`config.mk`:
```
export PLATFORM = sky130hd
export DESIGN_NAME = seq_detector_param
export DESIGN_NICKNAME = d
export VERILOG_FILES = /design/src/rtl/seq_det_pkg.sv /design/src/rtl/sat_counter.sv /design/src/rtl/seq_detector_param.sv
export SDC_FILE = /design/constraint.sdc
export NUM_CORES = 1
export LEC_CHECK = 0
export BUFFER_PORTS_ARGS = -buffer_cell sky130_fd_sc_hd__buf_2
export CAP_MARGIN = 20
export CORE_MARGIN = 8
export CORE_UTILIZATION = 48
export CTS_CLUSTER_DIAMETER = 40
export CTS_CLUSTER_SIZE = 16
export DETAILED_ROUTE_END_ITERATION = 10
export GPL_ROUTABILITY_DRIVEN = 0
export PLACE_DENSITY = 0.78
export SYNTH_ARGS = -nofsm -noshare
export SYNTH_HDL_FRONTEND = slang
export SYNTH_SLANG_ARGS = --single-unit
```
`constraint.sdc`:
```
create_clock -name clk -period 1.9 [get_ports clk]
set_clock_uncertainty 0.1 [all_clocks]
set_input_delay 0.38 -clock clk [delete_from_list [all_inputs] [get_ports clk]]
set_output_delay 0.38 -clock clk [all_outputs]
set_load 0.02 [all_outputs]
```
`src/rtl/seq_det_pkg.sv`:
```
// Shared constants and state encoding for the parameterised serial pattern detector.
package seq_det_pkg;

  localparam logic [3:0] DEFAULT_PATTERN = 4'b1100;

  localparam bit OVERLAP_OFF = 1'b0;
  localparam bit OVERLAP_ON  = 1'b1;

  typedef enum logic {
    ST_FILL  = 1'b0,
    ST_ARMED = 1'b1
  } det_state_t;

endpackage

```
`src/rtl/sat_counter.sv`:
```
// Saturating up-counter; a clear on the same edge as an increment leaves the count at one.
module sat_counter #(
  parameter int W = 8
) (
  input  logic         clk,
  input  logic         rst,
  input  logic         inc,
  input  logic         clr,
  output logic [W-1:0] count
);

  localparam logic [W-1:0] MAX = {W{1'b1}};

  always_ff @(posedge clk or negedge rst) begin
    if (!rst) begin
      count <= '0;
    end else if (clr) begin
      count <= W'(inc);
    end else if (inc && count != MAX) begin
      count <= count + 1'b1;
    end
  end

endmodule

```
`src/rtl/seq_detector_param.sv`:
```
// Serial bit-pattern detector with runtime-loadable pattern, optional overlap
// and a saturating match counter.
module seq_detector_param
  import seq_det_pkg::*;
#(
  parameter int                 PAT_LEN = 4,
  parameter logic [PAT_LEN-1:0] PATTERN = PAT_LEN'(DEFAULT_PATTERN),
  parameter bit                 OVERLAP = OVERLAP_ON,
  parameter int                 CNT_W   = 8
) (
  input  logic               clk,
  input  logic               rst,
  input  logic               bit_in,
  input  logic               bit_valid,
  input  logic               pat_load,
  input  logic [PAT_LEN-1:0] pat_in,
  input  logic               clear_count,
  output logic               pattern_detected,
  output logic [CNT_W-1:0]   match_count,
  output logic               armed
);

  localparam int             FW   = $clog2(PAT_LEN + 1);
  localparam logic [FW-1:0]  FULL = FW'(PAT_LEN);

  logic [PAT_LEN-1:0] history;
  logic [PAT_LEN-1:0] active_pat;
  logic [PAT_LEN-1:0] next_hist;
  logic [FW-1:0]      fill;
  logic [FW-1:0]      next_fill;
  logic               consume;
  logic               match;
  det_state_t         state;

  // A load takes the edge exclusively, so any bit offered alongside it is dropped.
  always_comb begin
    consume   = bit_valid && !pat_load;
    next_hist = {history[PAT_LEN-2:0], bit_in};
    next_fill = (fill == FULL) ? FULL : fill + 1'b1;
    match     = consume && (next_hist == active_pat) && (next_fill == FULL);
  end

  always_ff @(posedge clk or negedge rst) begin
    if (!rst) begin
      history          <= '0;
      fill             <= '0;
      active_pat       <= PATTERN;
      pattern_detected <= 1'b0;
    end else begin
      pattern_detected <= match;
      if (pat_load) begin
        active_pat <= pat_in;
        fill       <= '0;
      end else if (bit_valid) begin
        history <= next_hist;
        fill    <= (match && OVERLAP == OVERLAP_OFF) ? '0 : next_fill;
      end
    end
  end

  assign state = (fill == FULL) ? ST_ARMED : ST_FILL;
  assign armed = (state == ST_ARMED);

  sat_counter #(
    .W(CNT_W)
  ) u_count (
    .clk   (clk),
    .rst   (rst),
    .inc   (match),
    .clr   (clear_count),
    .count (match_count)
  );

endmodule
```
Word level (Yosys, flattened, before mapping)
Index checks and enable logic that the tools add are counted.
Word-level totals
  register bits: 19
  input bits: 10
  output and inout port bits: 10
  logic and storage cells: 26
Cells by class
  add/subtract/negate cells: 2
  equal/unequal tests: 4
  multiplexer cells: 6
  bitwise logic cells: 1
  reductions and logical operators: 8
Operator list (number)
  8-bit 2-to-1 mux: 2
  3-bit 2-to-1 mux: 3
  8-bit by 1-bit adder with 8-bit output (second input constant): 1
  8-bit != test (second input constant): 1
  3-bit == test (second input constant): 2
  4-bit == test: 1
  1-bit logical AND: 4
  2-bit nonzero test: 2
  3-bit by 1-bit adder with 3-bit output (second input constant): 1
  2-bit AND reduction: 1
  1-bit logical NOT: 1
  1-bit 2-to-1 mux: 1
  1-bit inverter: 1

Logic depth before layout (Yosys ltp)
Gate-level depths: netlist of run 1.
  depth after elaboration: 7
  depth in mapped cells: 8
  mapped depth without buffers: 8

Cells and area by module
Synthesis of run 1 repeated with hierarchy kept, for this count alone.
Second synthesis, totals
  cell total of the unflattened synthesis: 89
  area total of the unflattened synthesis: 1016.0 um2
Modules (own cells, without submodules)
  seq_detector_param: times used 1, cells each 42, area each 543.0 um2, sequential area each 277.8 um2
  sat_counter: times used 1, cells each 47, area each 473.0 um2, sequential area each 200.2 um2

Least setup slack after synthesis of run 1
No wires, ideal clock.
  kind: register to register
  start point: register fill[0]
  end point: register u_count.count[3]
  library setup time: 128 ps
  arrival: 1741 ps
  data required time: 1672 ps
  path slack: -69 ps
  stages on the path, launching flop included: 8
  buffers on the path: 0
  period minus slack after synthesis: 1969 ps
  cell sequence: dfrtp_1 inv_1 ha_1 and3b_1 nor3_4 nand4_4 nor4b_2 mux2_1
Between the ends
  cells in the longest elaborated chain, start to end: 6
  elaborated cells on any way between the ends: 7
  classes of those cells: add/sub (1); eq/ne (2); mux (1); reduce/logical (3)
RTL lines
  start: declaration: line seq_detector_param.sv:29  | logic [FW-1:0] fill;
  start signal: assignment: line seq_detector_param.sv:56  | fill <= (match && OVERLAP == OVERLAP_OFF) ? '0 : next_fill;
  3-bit by 1-bit adder with 3-bit output or 3-bit == test (tied branches): line seq_detector_param.sv:39  | next_fill = (fill == FULL) ? FULL : fill + 1'b1;
  3-bit 2-to-1 mux (*): line seq_detector_param.sv:39
  3-bit == test (*): line seq_detector_param.sv:40  | match = consume && (next_hist == active_pat) && (next_fill == FULL);
  1-bit logical AND (*): line seq_detector_param.sv:40
  1-bit logical AND (*): line sat_counter.sv:19  | end else if (inc && count != MAX) begin
  2-bit nonzero test (no line) (*)
  end signal: assignment: line sat_counter.sv:18  | count <= W'(inc);
  end signal: assignment: line sat_counter.sv:20  | count <= count + 1'b1;
  end: declaration: line sat_counter.sv:9  | output logic [W-1:0] count
Mark *: on every way between the ends. The rest lies on a longest branch, timed or not.
A chain may end at the register's enable or synchronous reset.

Worst setup path after layout of run 1
Same ends and word-level chain as after synthesis.

==> results of run 1 <==
==> sequential cells by signal, summed over array words and instances, names as in the netlist <==
register          count
u_count.count         8
active_pat            4
pattern_detected      1
history               3
fill                  3
==> timing repair <==
item                                   CTS  global route
gates resized for setup                  5            17
setup endpoints to repair                8             9
cloned                                   1             0
endpoints found under the hold margin   17             0
hold buffers                             1             0
pin swaps                                5             4
buffers inserted                         2             1
==> where the power goes <==
group | switching [mW] | internal [mW] | total (mW) | leakage [nW]
clock | 0.119 | 0.0815 | 0.200 | 0.0150
combinational | 0.0742 | 0.0719 | 0.146 | 0.373
sequential | 0.0211 | 0.435 | 0.456 | 0.246
==> stage by stage <==
| stage | setup WS (ps) | utilization [%] | power (mW) | area (sq um) | setup TNS [ps] |
|---|---|---|---|---|---|
| after floorplan | -11.1 | - | 0.538 | 1020 | -11.1 |
| after global placement | -85.7 | 62.0 | 0.580 | 1230 | -123 |
| after detailed placement | -169 | 62.0 | 0.585 | 1230 | -528 |
| after CTS | -129 | 66.0 | 0.796 | 1310 | -415 |
| after global routing | -205 | 70.1 | 0.840 | 1390 | -1100 |
| final | -127 | 70.1 | 0.803 | 1390 | -400 |
==> worst max-delay path, cell delays in order (launching register included) <==
cell and delay [ps]:
dfrtp_1 430, inv_2 100, ha_4 130, and3b_2 210
nor3_4 190, nand4_4 170, nor4b_4 280, mux2_4 320
==> how the worst max path moves through the flow <==
stage | startpoint | end | slack, ps | cells after the start
6_report | fill[0] | u_count.count[3] | -130 | 7
5_1_grt | fill[0] | u_count.count[5] | -210 | 7
4_1_cts | fill[0] | u_count.count[3] | -130 | 7
3_5_place_dp | fill[0] | u_count.count[3] | -170 | 7
3_3_place_gp | bit_in | u_count.count[3] | -90 | 7
2_1_floorplan | fill[0] | u_count.count[3] | -10 | 7
==> per-layer routing <==
layer	track usage [%]	wire (um)
met5	0	0
met4	3.79	36
met3	2.69	85
met2	22.3	1220
met1	12.8	981
==> layout by cell type (no fill, tap or decap), types with 3 or more instances in the layout <==
cell type / synthesis / routed
a21oi_1: 5 / 4
nand2_1: 6 / 6
nand2b_1: 5 / 5
xor2_1: 3 / 3
clkbuf_4: 0 / 3
nor2_1: 9 / 8
buf_4: 0 / 13
mux2_2: 7 / 7
inv_2: 1 / 3
dfrtp_1: 17 / 17
buf_6: 1 / 3
buf_2: 0 / 18
==> area by class of cell <==
| type | count | area, sq um | area share (%) |
|---|---|---|---|
| clock buffers | 4 | 26.3 | 1.89 |
| inverters | 4 | 15.0 | 1.08 |
| multi-input cells | 70 | 606 | 43.6 |
| flip-flops and latches | 19 | 478 | 34.4 |
| well taps | 27 | 33.8 | 2.43 |
| repair buffers | 35 | 231 | 16.7 |
==> kinds of logic (layout without fill, tap and decap cells) <==
| logic type | after synthesis | after routing | synth area share, % |
|---|---|---|---|
| flops | 19 | 19 | 46.6 |
| compound gates | 13 | 13 | 7.20 |
| mux | 11 | 11 | 11.8 |
| fa+ha+maj | 3 | 3 | 3.66 |
| simple gates | 38 | 39 | 24.3 |
| buf+inv | 6 | 43 | 2.93 |
| xor+xnor | 4 | 4 | 3.42 |
==> metrics, run 1 <==
Mapped Nets=107; CP required=1980 ps; DP Wirelength=1610 um; chip height=62.2 um; GRT overflow=0; placed cells=150; Clk pin slew, worst setup/hold paths=100 ps; most common cell in the netlist=dfrtp_1; Worst-Margin Slew=482 ps; Slew Limit Fails=0; Peak Freq=0.493 GHz; Non-Filler Instances=159; vias in the first global route=931; area leader, netlist=dfrtp_1; core area=1980 sq um; first-iteration detailed-routing DRC count=12; final setup violating endpoints=6; ANT cells=0; Tmin final=2030 ps; worst endpoint data arrival time=2100 ps; DR vias/cell=5.26; NumNets Final=146; endpoints failing hold=0; vias post-DR=836; Routed Antenna Nets=0; Post-synth EDFFs=0; Initial Utilization=51.7%; Syn Area/Cell=10.9 sq um; Overall Global Routing Usage=11.9%; Synth Instances=94; Clock Tree Buf Depth=2; layout cell share with drive strength beyond 1=51.5%; Static Leak=0.634 nW; Num Clock Sinks=19; WS Path Type=register to register; flops & latches, synth=19; first-pass GRT wire length=3980 um; Seq/Total Area, Yosys=46.6%; Synth-to-Final Area Change=35.7%; Fin Hold WS=222 ps; setup slack, reg-to-reg=-130 ps; Reg-to-Reg Start=fill[0]; startpoint types=register; mapped cell area=1020 sq um; Max H-tree Level=1; top_reg_cell synth=dfrtp_1; die area=3870 sq um; Commonest cells post-synth=17 x dfrtp_1, 9 x nor2_1, 7 x mux2_2; worst-case reg-to-reg path depth=7; final worst slack=-127 ps; width of the die=62.2 um; Max VDD drop=0.696 mV; Relative slew margins=67.6%; yosys warns=0; CTS tree=yes; DRC=0; CP endpoint kind=register; Async S/R FF share, synth=100%; status=finished with violations; DRT Pass-1 Iters=2; Area contributors post-synth=dfrtp_1 42%, mux2_2 7.7%, dfstp_2 5.1%; hold path depth=2; Worst Hold Class=input pin to register; WL final=2330 um; Hold Crit Start=pat_in[0]; root buffer cell=clkbuf_4; post-synth top area share=41.5%; Routed WL per cell=14.6 um; Power Density=578 nW/um^2; end of the worst register-to-register path=u_count.count[3]; IO buf count=19; Ports=20; unrepaired setup endpoints after global routing=true; initial antenna violation count=0; violated checks=setup timing; largest net degree at the start of global routing=20; Max Cap Viol=0; Yosys cell types=35; Worst Path Max Fanout=5; Final period util=107%; CTS Buf Count=3; row cnt=16; Fill cells=141; worst skew pair latency=290 ps; Hold EP=active_pat[0]
No activity file was read; power rests on OpenSTA's default activity.
==> inputs of run 2 (changes only) <==
--- a/config.mk
+++ b/config.mk
@@ -15,4 +15,5 @@
 export GPL_ROUTABILITY_DRIVEN = 0
 export PLACE_DENSITY = 0.78
+export SLEW_MARGIN = 20
 export SYNTH_ARGS = -nofsm -noshare
 export SYNTH_HDL_FRONTEND = slang
==> constraint.sdc (replaced) <==
create_clock -name clk -period 1.9 [get_ports clk]
set_clock_uncertainty 0.1 [all_clocks]
set_input_delay 0 -clock clk [delete_from_list [all_inputs] [get_ports clk]]
set_output_delay 0 -clock clk [all_outputs]
set_load 0.02 [all_outputs]
==> metrics, run 2 (synthesized netlist as in run 1, its figures left out) <==
Fill cells=131 (-7.1%); WL final=2720 um (+17%); top flop regs=u_count.count x8, active_pat x4; M2 GR Usage=24.2% (+1.9 points); DRC=0 (unchanged); vias post-DR=923 (+10%); share of total power in combinational logic=20.5% (+2.3 points); CTS tree=yes; row cnt=16 (unchanged); WS Path Type=register to register; Num Clock Sinks=19 (unchanged); Worst Hold Class=input pin to async pin; max FFs per register=8 (unchanged); chip height=62.2 um (unchanged); Max H-tree Level=1 (unchanged); largest net degree at the start of global routing=20 (unchanged); Routed Antenna Nets=0 (unchanged); Ports=20 (unchanged); Tmin final=2060 ps (+28.5 ps); vias in the first global route=979 (+5.2%); width of the die=62.2 um (unchanged); Slew Limit Fails=0 (unchanged); IO buf count=19 (unchanged); Overall Global Routing Usage=14.1% (+2.2 points); Worst-Margin Slew=484 ps (+1.82 ps); Clk pin slew, worst setup/hold paths=120 ps (+20 ps); initial antenna violation count=0 (unchanged); CP required=2060 ps (+80 ps); Max VDD drop=0.621 mV (-11%); worst-path cell with the longest stage delay=dfrtp_1; Worst Path Max Fanout=5 (unchanged); Multi-input gate area=617 sq um (+1.9%); DRT Pass-1 Iters=4 (+2); Register Area=478 sq um (unchanged); root buffer cell=clkbuf_4; unrepaired setup endpoints after global routing=true; Power Density=571 nW/um^2 (-1.2%); final setup violating endpoints=7 (+1); crit path cell chain=inv_2, ha_1, and3b_1, nor3_4, buf_4, nand4_4, or3_1, a21oi_2; Most Crowded Layer GR=met2; DR vias/cell=5.49 (+4.5%); Tot Pwr=853 uW (+6.3%); switching pwr=246 uW (+15%); layout cell share with drive strength beyond 1=42.6% (-9.0 points); Peak Freq=0.487 GHz (-1.4%); startpoint types=register; status=finished with violations; GRT overflow=0 (unchanged); Initial Utilization=51.7% (unchanged); Final period util=108% (+1.5 points); Top reg by flops=u_count.count; Clock Tree Buf Depth=2 (unchanged); CTS Buf Count=3 (unchanged); GRT met3 Usage=3.76% (+1.1 points); NumNets Final=155 (+6.2%); TNS Setup=-530 ps (-131 ps); first-iteration detailed-routing DRC count=30 (+18); final worst slack=-155 ps (-28.5 ps); worst skew pair latency=320 ps (+30 ps); violated checks=setup timing; core area=1980 sq um (unchanged); ANT cells=0 (unchanged); Routed WL per cell=16.2 um (+11%); worst endpoint data arrival time=2220 ps (+120 ps); most common cell after layout, fill and taps aside=buf_2; met1 usage=14.8% (+2.0 points); most frequent cells in the layout=19 x buf_2, 17 x dfrtp_1, 14 x dlygate4sd3_1; Crit path max-delay family=simple AND/OR/NAND/NOR gates; CP endpoint kind=register; internal power=608 uW (+3.2%); endpoints failing hold=0 (unchanged); Static Leak=0.688 nW (+8.5%); Synth-to-Final Area Change=45.9%; Flop pwr share=53.9% (-2.9 points); max incr delay on CP=430 ps (about the same); sw frac=28.8% (+2.1 points); die area=3870 sq um (unchanged); first-pass GRT wire length=4440 um (+11%); DP Wirelength=1620 um (+1.0%); Relative slew margins=67.5% (-0.12 points); Clk pwr share=25.6% (+0.6 points); CP bufs+invs=2 (+1); Max Cap Viol=0 (unchanged)
[run 2: worst register-to-register path: stages, from the launching register on]
cell,delay [ps]
dfrtp_1,430
inv_2,80
ha_1,160
and3b_1,200
nor3_4,170
buf_4,170
nand4_4,120
or3_1,430
a21oi_2,140
[run 2: area by class of cell]
| type | count | share of cell area (%) |
|---|---|---|
| tap | 27 | 2.26 |
| sequential | 19 | 32.0 |
| multi-input combinational | 70 | 41.3 |
| timing repair buffer | 44 | 21.8 |
| inverter | 4 | 1.00 |
| clock buffer | 4 | 1.76 |
[run 2: final timing paths]
path	from	to	slack (ps)	cells after the start
worst max-delay path	fill[0]	u_count.count[2]	-160	8
worst min-delay path	rst	u_count.count[3]	60	2
worst max register to register	fill[0]	u_count.count[2]	-160	8
worst min register to register	fill[2]	fill[2]	450	1
max in group asynchronous	rst	active_pat[3]	1300	2
min in group clk	pat_load	fill[0]	400	3
[run 2: layer usage]
layer	vias to the layer above	part of all wire (%)	wire [um]
met2	22	54	1470
met4	0	2.6	71
li1	427	-	-
met3	7	3.8	104
met1	467	40	1080
met5	-	0	0
[run 2: repair_timing]
item / CTS / global route
endpoints found under the hold margin: 32 / 0
pin swaps: 5 / 4
hold buffers: 14 / 0
gates cloned: 1 / 0
setup buffers: 2 / 2
resized for setup: 8 / 10
endpoints found under the setup margin: 8 / 9
[run 2: power by group through the flow]
stage | clock (mW) | combinational [mW] | sequential [mW]
final | 0.219 | 0.175 | 0.460
after global routing | 0.236 | 0.189 | 0.462
after CTS | 0.219 | 0.157 | 0.458
after detailed placement | 0 | 0.119 | 0.465
after global placement | 0 | 0.111 | 0.463
after floorplan | 0 | 0.0784 | 0.459
[run 2: metrics by stage]
step           utilization, %  hold WS, ps  setup slack (ps)  std cells  area (sq um)
5_1_grt                  75.4          121              -246        168          1500
6_report                 75.4         60.8              -155        168          1500
2_1_floorplan               -         -396             -11.1         94          1020
3_5_place_dp             60.1         -136              -205        145          1190
4_1_cts                  71.6         51.5              -145        166          1420
3_3_place_gp             60.1         -140             -99.7        145          1190
